===== src/rtl/rom_dl_router.sv =====
// Routes ioctl ROM download bytes into per-port SDRAM toggle-handshake write requests,
// with a one-deep pending slot per port, and holds the core in reset until the ROM is loaded.
module rom_dl_router #(
    parameter int unsigned                NUM_PORTS  = 2,
    parameter logic [NUM_PORTS*25-1:0]    PORT_BASE  = {25'h0030000, 25'h0000000},
    parameter logic [NUM_PORTS*25-1:0]    PORT_LIMIT = {25'h00A0000, 25'h00A0000},
    parameter logic [7:0]                 ROM_INDEX  = 8'h00,
    parameter logic [15:0]                RESET_HOLD = 16'hFFFF
) (
    input  logic                    clk_sys,
    input  logic                    reset_n,
    input  logic                    ioctl_downl,
    input  logic [7:0]              ioctl_index,
    input  logic                    ioctl_wr,
    input  logic [24:0]             ioctl_addr,
    input  logic [7:0]              ioctl_dout,
    input  logic                    force_reset,
    output logic [NUM_PORTS-1:0]    port_req,
    input  logic [NUM_PORTS-1:0]    port_ack,
    output logic [NUM_PORTS*23-1:0] port_a,
    output logic [NUM_PORTS*2-1:0]  port_ds,
    output logic [NUM_PORTS*16-1:0] port_d,
    output logic                    port_we,
    output logic                    rom_loaded,
    output logic                    core_reset,
    output logic                    overrun
);

    logic                 wr_q, armed_q, downl_q, seen_q;
    logic                 loaded_q, loaded_d, overrun_q, overrun_d, core_reset_q;
    logic [15:0]          cnt_q, cnt_d;
    logic                 rom_sel, wr_evt;
    logic [NUM_PORTS-1:0] drop_v, busy_v;

    // armed_q masks the first sampled cycle after reset so a held-high strobe is not an edge
    assign rom_sel = ioctl_downl && (ioctl_index == ROM_INDEX);
    assign wr_evt  = rom_sel && ioctl_wr && !wr_q && armed_q;

    for (genvar i = 0; i < NUM_PORTS; i++) begin : g_port
        logic [24:0] base, limit;
        logic [23:0] rel;
        logic        hit, idle, drop;
        logic        req_q, req_d, pv_q, pv_d;
        logic [22:0] a_q, a_d, pa_q, pa_d;
        logic [1:0]  ds_q, ds_d, pds_q, pds_d;
        logic [15:0] d_q, d_d, pd_q, pd_d;

        assign base  = PORT_BASE[i*25 +: 25];
        assign limit = PORT_LIMIT[i*25 +: 25];
        assign hit   = wr_evt && (ioctl_addr >= base) && (ioctl_addr < limit);
        assign rel   = 24'(ioctl_addr - base);
        assign idle  = (req_q == port_ack[i]);

        always_comb begin
            req_d = req_q;  pv_d = pv_q;   drop = 1'b0;
            a_d   = a_q;    ds_d = ds_q;   d_d  = d_q;
            pa_d  = pa_q;   pds_d = pds_q; pd_d = pd_q;
            if (idle && pv_q) begin
                // pending goes out first; a same-cycle byte takes the freed slot
                a_d = pa_q;  ds_d = pds_q;  d_d = pd_q;
                req_d = ~req_q;
                pv_d  = hit;
                if (hit) begin
                    pa_d = rel[23:1];  pds_d = {rel[0], ~rel[0]};  pd_d = {ioctl_dout, ioctl_dout};
                end
            end else if (hit) begin
                if (idle) begin
                    a_d = rel[23:1];  ds_d = {rel[0], ~rel[0]};  d_d = {ioctl_dout, ioctl_dout};
                    req_d = ~req_q;
                end else if (!pv_q) begin
                    pa_d = rel[23:1];  pds_d = {rel[0], ~rel[0]};  pd_d = {ioctl_dout, ioctl_dout};
                    pv_d = 1'b1;
                end else begin
                    drop = 1'b1;
                end
            end
        end

        always_ff @(posedge clk_sys or negedge reset_n) begin
            if (!reset_n) begin
                req_q <= 1'b0;  pv_q <= 1'b0;
                a_q   <= '0;    ds_q <= '0;   d_q  <= '0;
                pa_q  <= '0;    pds_q <= '0;  pd_q <= '0;
            end else begin
                req_q <= req_d; pv_q <= pv_d;
                a_q   <= a_d;   ds_q <= ds_d;   d_q  <= d_d;
                pa_q  <= pa_d;  pds_q <= pds_d; pd_q <= pd_d;
            end
        end

        assign port_req[i]          = req_q;
        assign port_a[i*23 +: 23]   = a_q;
        assign port_ds[i*2 +: 2]    = ds_q;
        assign port_d[i*16 +: 16]   = d_q;
        assign drop_v[i]            = drop;
        assign busy_v[i]            = !idle || pv_q;
    end

    assign overrun_d = ((ioctl_downl && !downl_q) ? 1'b0 : overrun_q) | (|drop_v);
    // seen_q can only be set while downloading, so seen_q with downl low means it has fallen
    assign loaded_d  = loaded_q | (seen_q && !ioctl_downl && !(|busy_v));
    assign cnt_d     = (force_reset || !loaded_q) ? RESET_HOLD :
                       (cnt_q != 16'd0) ? cnt_q - 16'd1 : 16'd0;

    always_ff @(posedge clk_sys or negedge reset_n) begin
        if (!reset_n) begin
            wr_q         <= 1'b0;
            armed_q      <= 1'b0;
            downl_q      <= 1'b0;
            seen_q       <= 1'b0;
            loaded_q     <= 1'b0;
            overrun_q    <= 1'b0;
            cnt_q        <= RESET_HOLD;
            core_reset_q <= 1'b1;
        end else begin
            wr_q         <= ioctl_wr;
            armed_q      <= 1'b1;
            downl_q      <= ioctl_downl;
            seen_q       <= seen_q | rom_sel;
            loaded_q     <= loaded_d;
            overrun_q    <= overrun_d;
            cnt_q        <= cnt_d;
            core_reset_q <= (cnt_q != 16'd0);
        end
    end

    assign port_we    = downl_q;
    assign rom_loaded = loaded_q;
    assign overrun    = overrun_q;
    assign core_reset = core_reset_q;

endmodule


===== config.mk =====
export PLATFORM = sky130hd
export DESIGN_NAME = rom_dl_router
export DESIGN_NICKNAME = d
export VERILOG_FILES = /design/src/rtl/rom_dl_router.sv
export SDC_FILE = /design/constraint.sdc
export NUM_CORES = 1
export LEC_CHECK = 0
export ABC_AREA = 0
export ABC_CLOCK_PERIOD_IN_PS = 2080
export BUFFER_PORTS_ARGS = -buffer_cell sky130_fd_sc_hd__buf_2
export CORE_MARGIN = 2
export CORE_UTILIZATION = 35
export CTS_BUF_LIST = sky130_fd_sc_hd__clkbuf_8 sky130_fd_sc_hd__clkbuf_16
export CTS_CLUSTER_SIZE = 8
export DETAILED_ROUTE_END_ITERATION = 10
export GPL_TIMING_DRIVEN = 0
export SYNTH_ARGS = -nofsm -noshare
export SYNTH_HDL_FRONTEND = slang
export SYNTH_SLANG_ARGS = --single-unit

===== constraint.sdc =====
create_clock -name clk_sys -period 2.08 [get_ports clk_sys]
set_input_delay 0.312 -clock clk_sys [delete_from_list [all_inputs] [get_ports clk_sys]]
set_output_delay 0.312 -clock clk_sys [all_outputs]
set_load 0.01 [all_outputs]

==> out/results.txt <==
result of the run - complete, but fails checks
failing checks - negative setup slack
worst skew pair latency - 0.43 ns
Synthesized Nets - 722
most common cell after layout, fill and taps aside - dfrtp_1
Antenna Nets Post-Route - 0
largest driver fanout on the critical path - 5
async set-reset flop share out of synthesis - 1.00
Setup Viol. Count Final - 4
pin count of the biggest net entering global routing - 87
transition time at the pin with the least slew margin - 1.09 ns
Initial DRT Pass Iterations - 4
most common flop cell mapped by yosys - dfrtp_1
horizontal die dimension - 153 um
number of max-slew violations in the final report - 0
fraction of layout cells with a size suffix above 1 - 0.403
layout overhead on the synthesized area - 27.1%
stage delay of the slowest cell on the critical path - 0.60 ns
maximum clock frequency - 478 MHz
setup repair after global routing missed its margin - yes
Crit Reg-Reg Endpoint - g_port[0].pd_q[9]
leading post-synthesis cells by cell area - dfrtp_1 (46%), mux2_4 (9.7%), dfstp_2 (5.8%)
Total Nets Final - 895
setup slack on the worst flop-to-flop path - -0.01 ns
Via Count - 6122
height of the die - 153 um
worst hold-check path type - primary input to register
wire length of the first global-routing pass - 35.6 mm
Avg Cell Area, Syn - 11.6 um^2
Post-Synthesis Cells - 665
ratio of total power to cell area - 677 nW/um^2
static power due to leakage - 4.86 nW
crit start category - register
non-filler instance count after layout - 1131
slowest cell on the critical path - or4b_4
synthesis-stage register bit count - 159
number of antenna diodes - 0
# rows - 54
number of warnings printed during yosys synthesis - 0
share of the synthesized area in the top cell type - 0.460
clk sinks - 159
Vias per Instance - 5.41
top library cells by usage in the layout, fill and taps aside - dfrtp_1 (140), buf_2 (136), mux2_4 (51)
Register-to-Register Path Depth - 6
worst ir drop on vdd - 0.571 mV
startpoint of the worst register-to-register path - wr_q
least setup slack across all paths after layout - -0.0120 ns
average routed wire per standard cell - 19.6 um
cell type contributing the most total cell area after synthesis - dfrtp_1
number of buffers between clock root and the deepest sink - 2
hold violation total from the final report - 0
endpoint class of the critical path - register
GRT Total Usage - 0.194
Die Area - 23300 um^2
detailed router's first-iteration violation count - 448
clock slew at the register clock pins of the worst setup and hold paths - 0.07 ns
total of max-cap violations - 0
clock period minus final worst setup slack - 2.09 ns
synthesized cell area - 7730 um^2
Slew Limit Headroom - 0.256
Worst Hold Path EP - port_we
WL final - 22.1 mm
Port Buffers - 134
clock buffers created by TritonCTS - 17
utilization of the core after routing - 0.452
initial antenna violation count - 0
TNS Setup - -0.0186 ns
number of primary I/O pins - 136
detailed-route DRC error count - 0
worst setup path category - register to register
share of the clock period used by the worst path after layout - 1.01
placed cell count - 1080
RePlAce Congestion - 0.801
number of flops mapped to enable cells by yosys - 0
core region area - 21800 um^2
buffer cell driving the clock tree root - clkbuf_16
Initial Utilization - 0.355
number of unique standard cell types used by synthesis - 57
vias in the first global route - 6126
Worst Path Arrival - 2.40 ns
TritonCTS clock tree - done
required time worst endpoint - 2.39 ns
H-Tree Level Count - 4
Detail Placement HPWL - 14.7 mm
sequential cell area fraction in the yosys report - 0.518
origin of the worst min-delay path - ioctl_downl
number of stages on the worst hold path - 1
worst-path cell chain - or4b_4, nor3_4, nand4_4, buf_6, buf_12, mux2_4
largest clock skew in the final design - 0.00755 ns
GRT Residual Overflow - 0
[cell usage after synthesis (all sizes together) (3+ instances only)]
cell,number
dfstp,17
a2bb2oi,29
nand2,16
or3,5
xnor2,4
a41oi,29
clkbuf,35
mux2,56
dfrtp,142
o21ai,49
nor4,9
inv,17
mux2i,3
a21oi,9
xor2,6
buf,33
nand4,4
nand2b,3
nor3,13
and2,7
ha,9
nand3,32
a31oi,32
nor2,38
o31ai,37
[sequential cells by signal, summed over array words and instances, names as in the netlist]
register / cells
armed_q: 1
cnt_q: 16
core_reset: 1
g_port.a_q: 46
g_port.d_q: 16
g_port.ds_q: 4
g_port.pa_q: 46
g_port.pd_q: 16
g_port.pds_q: 4
g_port.pv_q: 2
g_port.req_q: 2
overrun: 1
port_we: 1
rom_loaded: 1
seen_q: 1
wr_q: 1
[critical path, delay by kind of cell, from the launching register on]
family / cells / cell delay [ns]
buffers and inverters: 2 / 0.34
DFF: 1 / 0.38
muxes: 1 / 0.29
and+or+nand+nor: 3 / 0.96
[worst max path at each step]
| stage | from | to | cells past startpoint |
|---|---|---|---|
| 6_report | wr_q | g_port[0].pd_q[9] | 6 |
| 5_1_grt | wr_q | g_port[1].pds_q[1] | 5 |
| 4_1_cts | g_port[0].req_q | g_port[0].pa_q[15] | 7 |
| 3_5_place_dp | port_ack[0] | g_port[0].ds_q[0] | 8 |
| 3_3_place_gp | reset_n | g_port[1].a_q[18] | 1 |
| 2_1_floorplan | g_port[0].req_q | g_port[0].pa_q[0] | 7 |
[layout make-up]
type | instances | area (um^2)
clock buffer | 21 | 526
sequential | 159 | 4000
timing repair buffer | 157 | 917
tap | 280 | 350
fill | 2033 | 11900
buffer | 66 | 478
clock inverter | 11 | 86.3
inverter | 17 | 67.6
multi-input combinational | 420 | 3400
[through the flow]
step / setup slack [ns] / power, mW / hold WS (ns) / area, um^2
floorplan: 0.00698 / 3.29 / 0.0164 / 7740
global placement: -1.86 / 3.49 / 0.448 / 8760
detailed placement: -0.681 / 3.50 / 0.330 / 8790
CTS: -0.0119 / 6.70 / 0.0159 / 9730
global route: -0.110 / 6.88 / 0.0260 / 9820
finish: -0.0120 / 6.65 / 0.0315 / 9820
[layer usage]
| metal | up-vias | GRT usage | wire length [um] |
|---|---|---|---|
| met5 | - | 0 | 0 |
| met4 | 0 | 0.0538 | 343 |
| met1 | 3050 | 0.284 | 10200 |
| li1 | 2830 | - | - |
| met2 | 220 | 0.293 | 10200 |
| met3 | 22 | 0.0392 | 1330 |
[timing repair]
item | in CTS | in global routing
endpoints found under the hold margin | 57 | 0
buffers inserted | 15 | 5
resized for setup | 36 | 48
hold buffers | 2 | 0
pin swaps | 3 | 2
cloned | 2 | 0
endpoints found under the setup margin | 120 | 138
[where the power goes]
group / switching (mW) / total (mW) / internal (mW)
combinational: 0.225 / 0.337 / 0.111
sequential: 0.0163 / 3.13 / 3.11
clock: 1.35 / 3.19 / 1.84
total: 1.59 / 6.65 / 5.06
[cells by family after synthesis]
group / after synthesis / share of synthesized area
other: 1 / 0.000485
buffers and inverters: 86 / 0.0631
xor gates and xnor gates: 10 / 0.0113
AOI/OAI and AO/OA: 199 / 0.180
muxes: 59 / 0.110
adders and majority gates: 9 / 0.0146
and+or+nand+nor: 142 / 0.103
DFF: 159 / 0.518
Power figures use the tool's default switching activity.
